`src/rtl/pipe_stage_reg.sv`:
```
// Pipeline stage register: payload + control under valid/ready, with flush,
// optional one-entry skid buffer (registered in_ready) and a saturating stall counter.
module pipe_stage_reg #(
  parameter int                 DATA_W      = 64,
  parameter int                 CTRL_W      = 12,
  parameter logic [CTRL_W-1:0]  CTRL_BUBBLE = {CTRL_W{1'b0}},
  parameter bit                 SKID        = 1'b1,
  parameter int                 CNT_W       = 16
) (
  input  logic              clk,
  input  logic              rst,
  input  logic              in_valid,
  output logic              in_ready,
  input  logic [DATA_W-1:0] in_data,
  input  logic [CTRL_W-1:0] in_ctrl,
  input  logic              flush,
  output logic              out_valid,
  input  logic              out_ready,
  output logic [DATA_W-1:0] out_data,
  output logic [CTRL_W-1:0] out_ctrl,
  output logic [CNT_W-1:0]  stall_cnt,
  input  logic              stall_clr
);

  logic              m_valid_q, m_valid_d;
  logic [DATA_W-1:0] m_data_q,  m_data_d;
  logic [CTRL_W-1:0] m_ctrl_q,  m_ctrl_d;
  logic              s_valid_q, s_valid_d;
  logic [DATA_W-1:0] s_data_q,  s_data_d;
  logic [CTRL_W-1:0] s_ctrl_q,  s_ctrl_d;
  logic [CNT_W-1:0]  cnt_q,     cnt_d;
  logic              in_fire;
  logic              out_fire;

  // With the skid buffer, in_ready comes from registers only so out_ready
  // never has a combinational path to the upstream stage.
  always_comb begin
    if (SKID) in_ready = !rst && !s_valid_q;
    else      in_ready = !rst && (!m_valid_q || out_ready);
  end

  assign in_fire  = in_valid && in_ready;
  assign out_fire = m_valid_q && out_ready;

  always_comb begin
    m_valid_d = m_valid_q;
    m_data_d  = m_data_q;
    m_ctrl_d  = m_ctrl_q;
    s_valid_d = s_valid_q;
    s_data_d  = s_data_q;
    s_ctrl_d  = s_ctrl_q;
    if (flush) begin
      m_valid_d = 1'b0;
      m_ctrl_d  = CTRL_BUBBLE;
      s_valid_d = 1'b0;
    end else if (!m_valid_q || out_fire) begin
      // The skid always drains into main before any newer input is taken.
      if (s_valid_q) begin
        m_valid_d = 1'b1;
        m_data_d  = s_data_q;
        m_ctrl_d  = s_ctrl_q;
        s_valid_d = 1'b0;
        if (in_fire) begin
          s_valid_d = 1'b1;
          s_data_d  = in_data;
          s_ctrl_d  = in_ctrl;
        end
      end else if (in_fire) begin
        m_valid_d = 1'b1;
        m_data_d  = in_data;
        m_ctrl_d  = in_ctrl;
      end else begin
        m_valid_d = 1'b0;
        m_ctrl_d  = CTRL_BUBBLE;
      end
    end else if (SKID && in_fire) begin
      s_valid_d = 1'b1;
      s_data_d  = in_data;
      s_ctrl_d  = in_ctrl;
    end
  end

  always_comb begin
    cnt_d = cnt_q;
    if (stall_clr)
      cnt_d = '0;
    else if (m_valid_q && !out_ready && (cnt_q != {CNT_W{1'b1}}))
      cnt_d = cnt_q + CNT_W'(1);
  end

  always_ff @(posedge clk) begin
    if (rst) begin
      m_valid_q <= 1'b0;
      m_data_q  <= '0;
      m_ctrl_q  <= CTRL_BUBBLE;
      s_valid_q <= 1'b0;
      s_data_q  <= '0;
      s_ctrl_q  <= '0;
      cnt_q     <= '0;
    end else begin
      m_valid_q <= m_valid_d;
      m_data_q  <= m_data_d;
      m_ctrl_q  <= m_ctrl_d;
      s_valid_q <= s_valid_d;
      s_data_q  <= s_data_d;
      s_ctrl_q  <= s_ctrl_d;
      cnt_q     <= cnt_d;
    end
  end

  assign out_valid = m_valid_q;
  assign out_data  = m_data_q;
  assign out_ctrl  = m_ctrl_q;
  assign stall_cnt = cnt_q;

endmodule

```
`config.mk`:
```
export PLATFORM = sky130hd
export DESIGN_NAME = pipe_stage_reg
export DESIGN_NICKNAME = d
export VERILOG_FILES = /design/src/rtl/pipe_stage_reg.sv
export SDC_FILE = /design/constraint.sdc
export NUM_CORES = 1
export LEC_CHECK = 0
export CORE_MARGIN = 8
export CORE_UTILIZATION = 49
export DETAILED_ROUTE_END_ITERATION = 8
export PLACE_DENSITY_LB_ADDON = 0.15
export SYNTH_ARGS = -nofsm -noshare
export SYNTH_HDL_FRONTEND = slang
export SYNTH_SLANG_ARGS = --single-unit
```
`constraint.sdc`:
```
create_clock -name clk -period 2.55 [get_ports clk]
set_clock_uncertainty 0.05 [all_clocks]
set_input_delay 0.255 -clock clk [delete_from_list [all_inputs] [get_ports clk]]
set_output_delay 0.255 -clock clk [all_outputs]
set_load 0.03 [all_outputs]
```
==> Word-level counts from Yosys, hierarchy flattened <==
Cells that the tools add are included.
{ "classes": {"n_addsub": 1, "eq_ne": 2, "n_mux": 15, "bitwise_logic": 1, "n_reduce_logical": 16} }
{ "op_table": {"columns": ["cell", "n"], "rows": [
  ["$mux W64", 5],
  ["$mux W12", 5],
  ["$add A16 B1 Y16 const B", 1],
  ["$ne A16 B16 Y1 const B", 1],
  ["$logic_and A1 B1 Y1", 5],
  ["$mux W1", 5],
  ["$logic_not A1 Y1", 4],
  ["$reduce_bool A2 Y1", 2],
  ["$reduce_or A2 Y1", 2],
  ["$reduce_and A3 Y1", 1],
  ["$ne A2 B2 Y1 const B", 1],
  ["$reduce_and A2 Y1", 1],
  ["$logic_or A1 B1 Y1", 1],
  ["$not A1 Y1", 1]
]} }
{ "word_totals": {"reg_bits": 170, "out_inout_bits": 94} }

==> Logic depth before layout (Yosys ltp) <==
Gate-level depths: netlist (run 1).
{ "depth": {"depth_word": 6, "ltp_mapped": 7, "mapped_depth_nobuf": 5} }

==> Worst setup path after synthesis (run 1) <==
No wires, ideal clock.
{ "synth_timing": {"kind": "reg2reg", "from": "register cnt_q[0] (netlist: stall_cnt[0])", "to": "register cnt_q[8] (netlist: stall_cnt[8])", "setup_time_ns": 0.070, "arrival_time_ns": 2.054, "required_ns": 2.430, "setup_slack_ns": 0.376, "path_stages_with_launch": 7, "path_buffers": 1, "path_cell_list": "dfxtp_1 > ha_1 > nand3_1 > or3_1 > clkbuf_1 > or4_1 > a21oi_1"} }
{ "synth_via": {"elab_chain_len": 2, "elab_cells_between_ends": 3} }
{ "synth_lines": {"columns": ["item", "line_no", "text"], "rows": [
  ["from (decl)", "31", "logic [CNT_W-1:0] cnt_q, cnt_d;"],
  ["from (signal assigned)", "107", "cnt_q <= cnt_d;"],
  ["parallel branches: the longest is 2 deep, another holds $add A16 B1 Y16", null, null]
]} }
Several ways; the timed one is not identified.
A chain may end at the register's enable or synchronous reset.

==> Worst setup path after layout (run 1) <==
Ends and elaborated chain as after synthesis.

==> results of run 1 <==
-- per-layer routing --
| layer | GRT usage, % | up-vias | wire (um) |
|---|---|---|---|
| met5 | 0 | - | 0 |
| met4 | 8.05 | 0 | 418 |
| met2 | 34.4 | 219 | 9070 |
| met1 | 22.8 | 2892 | 7360 |
| met3 | 6.43 | 33 | 1350 |
| li1 | - | 3049 | - |
-- cells by family (layout without fill, tap and decap cells) --
| group | count (synthesis) | after routing |
|---|---|---|
| buf+inv | 71 | 228 |
| mux | 65 | 65 |
| compound gates | 185 | 185 |
| flops | 170 | 170 |
| fa+ha+maj | 1 | 1 |
| simple gates | 294 | 294 |
-- per-stage QoR --
stage          utilization, %  std cells  cell area, sq um  power, mW
4_1_cts                  67.8       1123              9310       5.86
2_1_floorplan               -        786              6800       3.11
5_1_grt                  67.8       1123              9310       6.03
3_5_place_dp             63.7       1091              8740       3.43
3_3_place_gp             63.7       1091              8740       3.42
6_report                 67.8       1123              9310       5.82
-- cell usage after synthesis, drive strengths merged (2+ instances only) --
master / count / area, sq um
dfxtp: 170 / 3400
nand2: 160 / 601
a21oi: 88 / 440
nor2: 80 / 300
a211oi: 66 / 500
mux2i: 65 / 651
clkbuf: 41 / 154
buf: 27 / 138
nor3: 14 / 70.1
a221oi: 12 / 105
or4: 10 / 75.1
nand3: 7 / 35.0
o31ai: 7 / 52.6
nand4: 5 / 31.3
or3: 4 / 25.0
and4: 3 / 26.3
inv: 3 / 11.3
nor4: 3 / 18.8
o21ai: 3 / 15.0
o41ai: 3 / 26.3
or2: 3 / 18.8
o311ai: 2 / 17.5
-- power by group through the flow --
stage | Sequential, mW | Clock, mW | Combinational, mW
after global routing | 2.76 | 2.61 | 0.656
after global placement | 2.81 | 0 | 0.604
after floorplan | 2.92 | 0 | 0.184
final | 2.76 | 2.45 | 0.613
after CTS | 2.76 | 2.49 | 0.618
after detailed placement | 2.82 | 0 | 0.615
-- final cells by class --
cell class / count / area, sq um / share of cell area, %
Clock buffer: 18 / 439 / 4.72
Clock inverter: 14 / 124 / 1.33
Inverter: 3 / 11.3 / 0.121
Multi-Input combinational cell: 545 / 3120 / 33.5
Sequential cell: 170 / 3410 / 36.6
Tap cell: 180 / 225 / 2.42
Timing Repair Buffer: 193 / 1980 / 21.3
-- flip-flops by register name, summed over array words and instances, names as in the netlist --
| signal | flops |
|---|---|
| out_valid | 1 |
| s_ctrl_q | 12 |
| s_valid_q | 1 |
| s_data_q | 64 |
| stall_cnt | 16 |
| out_data | 64 |
| out_ctrl | 12 |
-- critical path: cells and delay by family (launching register included) --
family | cells | cell delay (ns)
and+or+nand+nor | 3 | 1.25
DFF | 1 | 0.42
adders and majority gates | 1 | 0.22
AOI/OAI and AO/OA | 1 | 0.15
-- worst paths after layout --
path	from	end	slack [ns]	depth (start not counted)
max reg2reg	stall_cnt[0]	stall_cnt[8]	0.40	5
min reg2reg	s_data_q[53]	s_data_q[53]	0.40	2
max	stall_cnt[0]	stall_cnt[8]	0.40	5
min	in_data[22]	s_data_q[22]	0.36	3
==> results.md, run 1 <==
- Vias: 6193
- Die footprint: 0.0179 sq mm
- Vias per cell: 5.51
- DRC: 0
- Routed wire length: 18200 um
- Worst Path Required: 2.86 ns
- Post-synth EDFFs: 0
- Maximum number of pins on one net before global-route repair: 82
- Synth Area in Simple Gates: 18.3%
- Post-Syn Nets: 869
- WL per Instance: 16.2 um
- Internal Power: 4.38 mW
- Pre-CTS setup slack: 0.166 ns
- CTS buffer count: 17
- Slew @ Worst Pin: 0.809 ns
- Flop pwr share: 47.4%
- Routed Antenna Nets: 0
- F_max: 0.466 GHz
- H-tree levels: 4
- Initial core utilization: 49.6%
- Slowest CP cell: or3_1
- 1st-pass router iterations: 5
- Sequential area share after synthesis: 50.0%
- Post-CTS Hold Buffers: 0
- GRT overflow: 0
- Crit path time final: 2.15 ns
- Setup repair after global routing missed its margin: false
- Crit Path Category: flip-flop to flip-flop
- Synth Area in XOR/XNOR: 0%
- Async S/R FF share, synth: 0%
- Setup crit end kind: flip-flop
- Fin nets: 1013
- Seq cells post-synth: 170
- # resized after CTS: 0
- First-pass GRT wire length: 29800 um
- Mapped Cells: 786
- Clk_lat worst skew: 0.42 ns
- CP Max Fanout: 9
- Synth-to-Final Area Change: 36.8%
- Synth Area in Adders: 0.184%
- Period utilisation layout: 84.1%
- Clk sinks: 170
- Status: completed
- Fin Setup TNS: 0 ns
- Multiplexer share of the synthesized area: 9.57%
- Cell variety after synth: 35
- Worst ir drop on vdd: 0.420 mV
- # Max-Cap Violations: 0
- Clock-pin slew on the worst setup and hold paths: 0.06 ns
- Setup violators final: 0
- Port Buffers: 175
- Leakage: 2.97 nW
- Slew margin rel.: 46.1%
- Min-delay worst type: input pin to flip-flop
- Post-CTS Setup Inserts: 0
- Power density over cell area: 625 mW/mm^2
- Most frequent cells in the layout: 174 x clkdlybuf4s50_1, 169 x dfxtp_1, 160 x nand2_1, 88 x a21oi_1, 80 x nor2_1
- Clk buf depth: 2
- Ports: 176
- Hold Vio Cnt, Final: 0
- Final setup margin: 0.404 ns
- Die span in y: 134 um
- Initial antenna violation count: 0
- Iter 0 DRT Violations: 423
- Max incr delay on CP: 0.54 ns
- CP Launch Type: flip-flop
- CTS tree: yes
- Combinational share of power: 10.5%
- Worst path cell trace: ha_1 -> nand3_1 -> or3_1 -> or4_1 -> a21oi_1
- Routability cong.: 0.817
- Complex-gate fraction of the synthesized area: 17.5%
- Clock power frac: 42.1%
- Leading cell type in the layout, fill and taps excluded: clkdlybuf4s50_1
- Vias in the first global route: 6147
- FP Rows: 43
- Root buf cell: clkbuf_16
- Ant. Diodes: 0
- Tot GR Track Use: 20.1%
- Fill cell count: 1117
- Layout cells sized above 1: 6.36%
- Main flop type after synthesis: dfxtp_1
- Switch share: 24.7%
- Mean Syn Cell Area: 8.65 sq um
- Yosys warning count: 0
- Crit path arrival time: 2.45 ns
- Final-report max-slew violation count: 0
- Hold slack: 0.355 ns
- Die width: 134 um
- CORE AREA: 0.0137 sq mm
- Area of the mapped netlist: 0.00680 sq mm
- Post-DP HPWL: 12500 um
- Largest family of logic cells by synthesized area: simple AND/OR/NAND/NOR gates
- Switching power: 1.44 mW
No activity file was read; power rests on OpenSTA's default activity.
==> run 2: changes to the inputs <==
--- a/config.mk
+++ b/config.mk
@@ -6,7 +6,7 @@
 export NUM_CORES = 1
 export LEC_CHECK = 0
 export CORE_MARGIN = 8
-export CORE_UTILIZATION = 49
+export CORE_UTILIZATION = 44
 export DETAILED_ROUTE_END_ITERATION = 8
 export PLACE_DENSITY_LB_ADDON = 0.15
 export SYNTH_ARGS = -nofsm -noshare
==> constraint.sdc (replaced) <==
create_clock -name clk -period 1.8 [get_ports clk]
set_clock_uncertainty 0.05 [all_clocks]
set_input_delay 0.18 -clock clk [delete_from_list [all_inputs] [get_ports clk]]
set_output_delay 0.18 -clock clk [all_outputs]
set_load 0.03 [all_outputs]
==> results.md, run 2 (synthesized netlist as in run 1, its figures left out) <==
- Routed wire length: 21200 um
- Clock power frac: 43.7%
- Slowest CP cell: or3b_4
- Layout cells sized above 1: 21.2%
- Slew @ Worst Pin: 1.08 ns
- Tot GR Track Use: 19.1%
- # Max-Cap Violations: 0
- Post-DP HPWL: 12900 um
- Worst path cell trace: or3b_4 -> a211oi_4 -> buf_6 -> clkbuf_16 -> buf_8 -> nor2_1 -> a211oi_1
- Power, Total: 8.77 mW
- Die width: 140 um
- Crit path arrival time: 2.15 ns
- Leakage: 3.46 nW
- Root buf cell: clkbuf_16
- Reg-to-reg setup timing slack: -0.09 ns
- Crit Path Category: flip-flop to flip-flop
- Setup violators final: 19
- Maximum number of pins on one net before global-route repair: 84
- Final setup margin: -0.0918 ns
- Hold slack: 0.165 ns
- Synth-to-Final Area Change: 52.5%
- Worst Path Required: 2.06 ns
- Routed Antenna Nets: 0
- Ant. Diodes: 0
- Vias: 6460
- Final-report max-slew violation count: 0
- Max incr delay on CP: 0.40 ns
- Failing checks: setup timing
- WL per Instance: 18.2 um
- Iter 0 DRT Violations: 337
- Slew margin rel.: 28.0%
- Setup crit end kind: flip-flop
- Vias per cell: 5.55
- CP Max Fanout: 8
- Status: finished with violations
- H-tree levels: 4
- Setup repair after global routing missed its margin: true
- Dpl cells: 1114
- Final Instance Area: 0.0104 sq mm
- Hold Vio Cnt, Final: 0
- Min-delay worst type: input pin to flip-flop
- Most frequent cells in the layout: 166 x clkdlybuf4s50_1, 160 x dfxtp_1, 158 x nand2_1, 68 x a21oi_1, 65 x mux2i_1
- Die span in y: 140 um
- Internal Power: 6.71 mW
- Switching power: 2.06 mW
- Port Buffers: 175
- Ports: 176
- CP Launch Type: flip-flop
- Fin Setup TNS: -0.530 ns
- Period utilisation layout: 105%
- Crit path time final: 1.89 ns
- FP Rows: 45
- Placement Cell Area: 0.00891 sq mm
- Fin nets: 1048
- Flop pwr share: 44.6%
- Combinational share of power: 11.7%
- Power density over cell area: 845 mW/mm^2
- Vias in the first global route: 6172
- End-of-flow core utilization: 68.5%
- Switch share: 23.5%
- 1st-pass router iterations: 5
- CORE AREA: 0.0151 sq mm
- Clock-pin slew on the worst setup and hold paths: 0.06 ns
- Clk_lat worst skew: 0.41 ns
- GRT overflow: 0
- Die footprint: 0.0197 sq mm
- Routability cong.: 0.819
- Final Non-Filler Cells: 1165
- Clk sinks: 170
- Initial core utilization: 44.9%
- Worst ir drop on vdd: 0.615 mV
- CTS buffer count: 17
- Initial antenna violation count: 0
- F_max: 0.529 GHz
- Leading cell type in the layout, fill and taps excluded: clkdlybuf4s50_1
- Pre-CTS setup slack: -0.435 ns
- First-pass GRT wire length: 31100 um
- Clk buf depth: 2
- DRC: 0
- CTS tree: yes
[run 2: cell types whose count changed in the layout (fill, tap and decap cells not counted), sizes merged]
cell and change:
inv -1, clkdlybuf4s50 -8, bufinv +2, buf +25, dlygate4sd2 +5, clkinv -5, dlymetal6s2s +3, clkbuf +13
[run 2: critical path: cells and delay by family (launching register included)]
kind                   cells  cell delay, ns
buffers and inverters      3            0.46
and+or+nand+nor            2            0.46
DFF                        1            0.35
AOI/OAI and AO/OA          2            0.47
[run 2: per-layer routing]
layer	track usage, %	wire (um)	vias to the layer above
li1	-	-	3123
met1	22.2	8910	3129
met2	33.3	10800	180
met3	5.27	1150	28
met4	6.51	348	0
met5	0	0	-
[run 2: cell type report]
class	instances	area, sq um
repair buffers	228	2540
fillers	1143	4770
flip-flops and latches	170	3430
well taps	188	235
multi-input cells	545	3530
clock buffers	21	492
inverters	3	11.3
clock inverters	10	138
[run 2: what timing repair did]
action,in CTS,in global routing
gates cloned,1,9
endpoints found under the setup margin,145,135
setup buffers,1,9
pin swaps,1,62
hold buffers,0,0
gates resized for setup,9,133
[run 2: power groups by stage]
stage,sequential (mW),clock [mW],combinational [mW]
4_1_cts,3.90,3.89,0.896
5_1_grt,3.92,4.05,1.08
3_5_place_dp,3.98,0,0.891
6_report,3.91,3.84,1.03
2_1_floorplan,4.14,0,0.265
3_3_place_gp,3.98,0,0.878
[run 2: worst paths after layout]
check / start / to / depth (start not counted)
worst max-delay path: s_valid_q / out_data[32] / 7
worst min-delay path: rst / stall_cnt[15] / 4
worst max register to register: s_valid_q / out_data[32] / 7
worst min register to register: s_data_q[56] / s_data_q[56] / 2
==> run 3: changes to the inputs <==
--- a/config.mk
+++ b/config.mk
@@ -9,6 +9,7 @@
 export CORE_UTILIZATION = 44
 export DETAILED_ROUTE_END_ITERATION = 8
 export PLACE_DENSITY_LB_ADDON = 0.15
+export REMOVE_ABC_BUFFERS = 1
 export SYNTH_ARGS = -nofsm -noshare
 export SYNTH_HDL_FRONTEND = slang
 export SYNTH_SLANG_ARGS = --single-unit
==> results.md, run 3 (synthesized netlist as in run 1, its figures left out) <==
- Status: finished with violations
- Vias in the first global route: 6560
- Maximum number of pins on one net before global-route repair: 78
- H-tree levels: 4
- Routed wire length: 21800 um
- Leading cell type in the layout, fill and taps excluded: dfxtp_1
- Reg area: 0.00342 sq mm
- F_max: 0.537 GHz
- Post-DP HPWL: 13200 um
- Setup crit end kind: flip-flop
- Die footprint: 0.0197 sq mm
- WL per Instance: 18.4 um
- Power density over cell area: 796 mW/mm^2
- Layout cells sized above 1: 16.0%
- Clk buf depth: 2
- # Max-Cap Violations: 0
- Worst Path Required: 2.08 ns
- Crit path arrival time: 2.14 ns
- Synth-to-Final Area Change: 50.7%
- Worst ir drop on vdd: 0.652 mV
- Setup violators final: 45
- Initial antenna violation count: 0
- Crit Path Category: flip-flop to flip-flop
- Final setup margin: -0.0614 ns
- FP Rows: 45
- GRT overflow: 0
- Clk_lat worst skew: 0.42 ns
- Min-delay worst type: input pin to flip-flop
- Port Buffers: 175
- Hold Vio Cnt, Final: 0
- Final Instance Area: 0.0102 sq mm
- Crit path time final: 1.86 ns
- Routed Antenna Nets: 0
- Pre-CTS setup slack: -0.470 ns
- Setup repair after global routing missed its margin: true
- Vias: 6636
- Fin nets: 1065
- Slew @ Worst Pin: 0.817 ns
- Routability cong.: 0.873
- Fill cell count: 1168
- Clock-pin slew on the worst setup and hold paths: 0.06 ns
- CTS tree: yes
- CTS buffer count: 17
- First-pass GRT wire length: 33200 um
- Root buf cell: clkbuf_16
- Ports: 176
- Area of the multi-input gates: 0.00331 sq mm
- Dpl cells: 1121
- 1st-pass router iterations: 5
- Initial core utilization: 44.9%
- Hold Crit Depth: 3
- Worst Reg-to-Reg Cells: 7
- Leakage: 3.53 nW
- Slew margin rel.: 45.5%
- Clk sinks: 170
- Final Non-Filler Cells: 1182
- Die width: 140 um
- Placement Cell Area: 0.00893 sq mm
- Die span in y: 140 um
- Ant. Diodes: 0
- Failing checks: setup timing
- Vias per cell: 5.61
- CP Launch Type: flip-flop
- Final-report max-slew violation count: 0
- Tot GR Track Use: 20.6%
- Most frequent cells in the layout: 163 x dfxtp_1, 160 x nand2_1, 157 x clkdlybuf4s50_1, 78 x a21oi_1, 72 x nor2_1
- DRC: 0
- CORE AREA: 0.0151 sq mm
- Power, Total: 8.16 mW
- Iter 0 DRT Violations: 487
- Period utilisation layout: 103%
- CP Max Fanout: 7
==> run 3: worst paths after layout <==
kind	startpoint	end	slack, ns
hold reg to reg	s_data_q[56]	s_data_q[56]	0.40
setup / recovery	s_valid_q	out_data[47]	-0.06
hold / removal	rst	s_data_q[18]	0.23
setup reg to reg	s_valid_q	out_data[47]	-0.06
==> run 3: layout make-up <==
cell class	instances	share of cell area [%]
tap	188	2.29
multi-input combinational	545	32.3
clock inverter	8	0.476
sequential	170	33.4
clock buffer	23	4.57
timing repair buffer	245	26.9
inverter	3	0.110
==> run 3: per-layer routing <==
| layer | part of all wire [%] | GRT usage (%) | vias up |
|---|---|---|---|
| met5 | 0 | 0 | - |
| met3 | 7.3 | 5.50 | 39 |
| met1 | 42 | 25.0 | 3191 |
| met2 | 48 | 34.2 | 245 |
| met4 | 2.4 | 8.06 | 0 |
| li1 | - | - | 3161 |
==> run 3: repair_timing <==
| item | 4_1_cts | 5_1_grt |
|---|---|---|
| gates resized for setup | 44 | 54 |
| setup buffers | 10 | 7 |
| endpoints found under the setup margin | 162 | 133 |
| gates cloned | 8 | 8 |
| hold buffers | 0 | 0 |
| endpoints found under the hold margin | 0 | 0 |
| pin swaps | 23 | 15 |
==> run 3: report_power, final <==
part           leakage, nW  total, mW  switching (mW)  internal (mW)
registers             1.38       3.91          0.0577           3.85
clock network        0.253       3.24            1.42           1.82
logic                 1.90       1.01           0.516          0.494
==> run 3: worst max-delay path, stage by stage (launching register included) <==
cell	delay, ns
dfxtp_4	0.34
or3b_4	0.39
a211oi_4	0.22
buf_6	0.17
buf_8	0.16
clkbuf_16	0.16
nor2_1	0.05
a211oi_1	0.22
==> run 3: metrics by stage <==
step	util, %	TNS, ns	hold slack (ns)
3_3_place_gp	59.0	-52.43	0.391
6_report	67.7	-0.681	0.233
4_1_cts	64.9	-0.0741	0.198
2_1_floorplan	-	-888.85	0.199
5_1_grt	67.7	-6.73	0.222
3_5_place_dp	59.0	-58.35	0.396
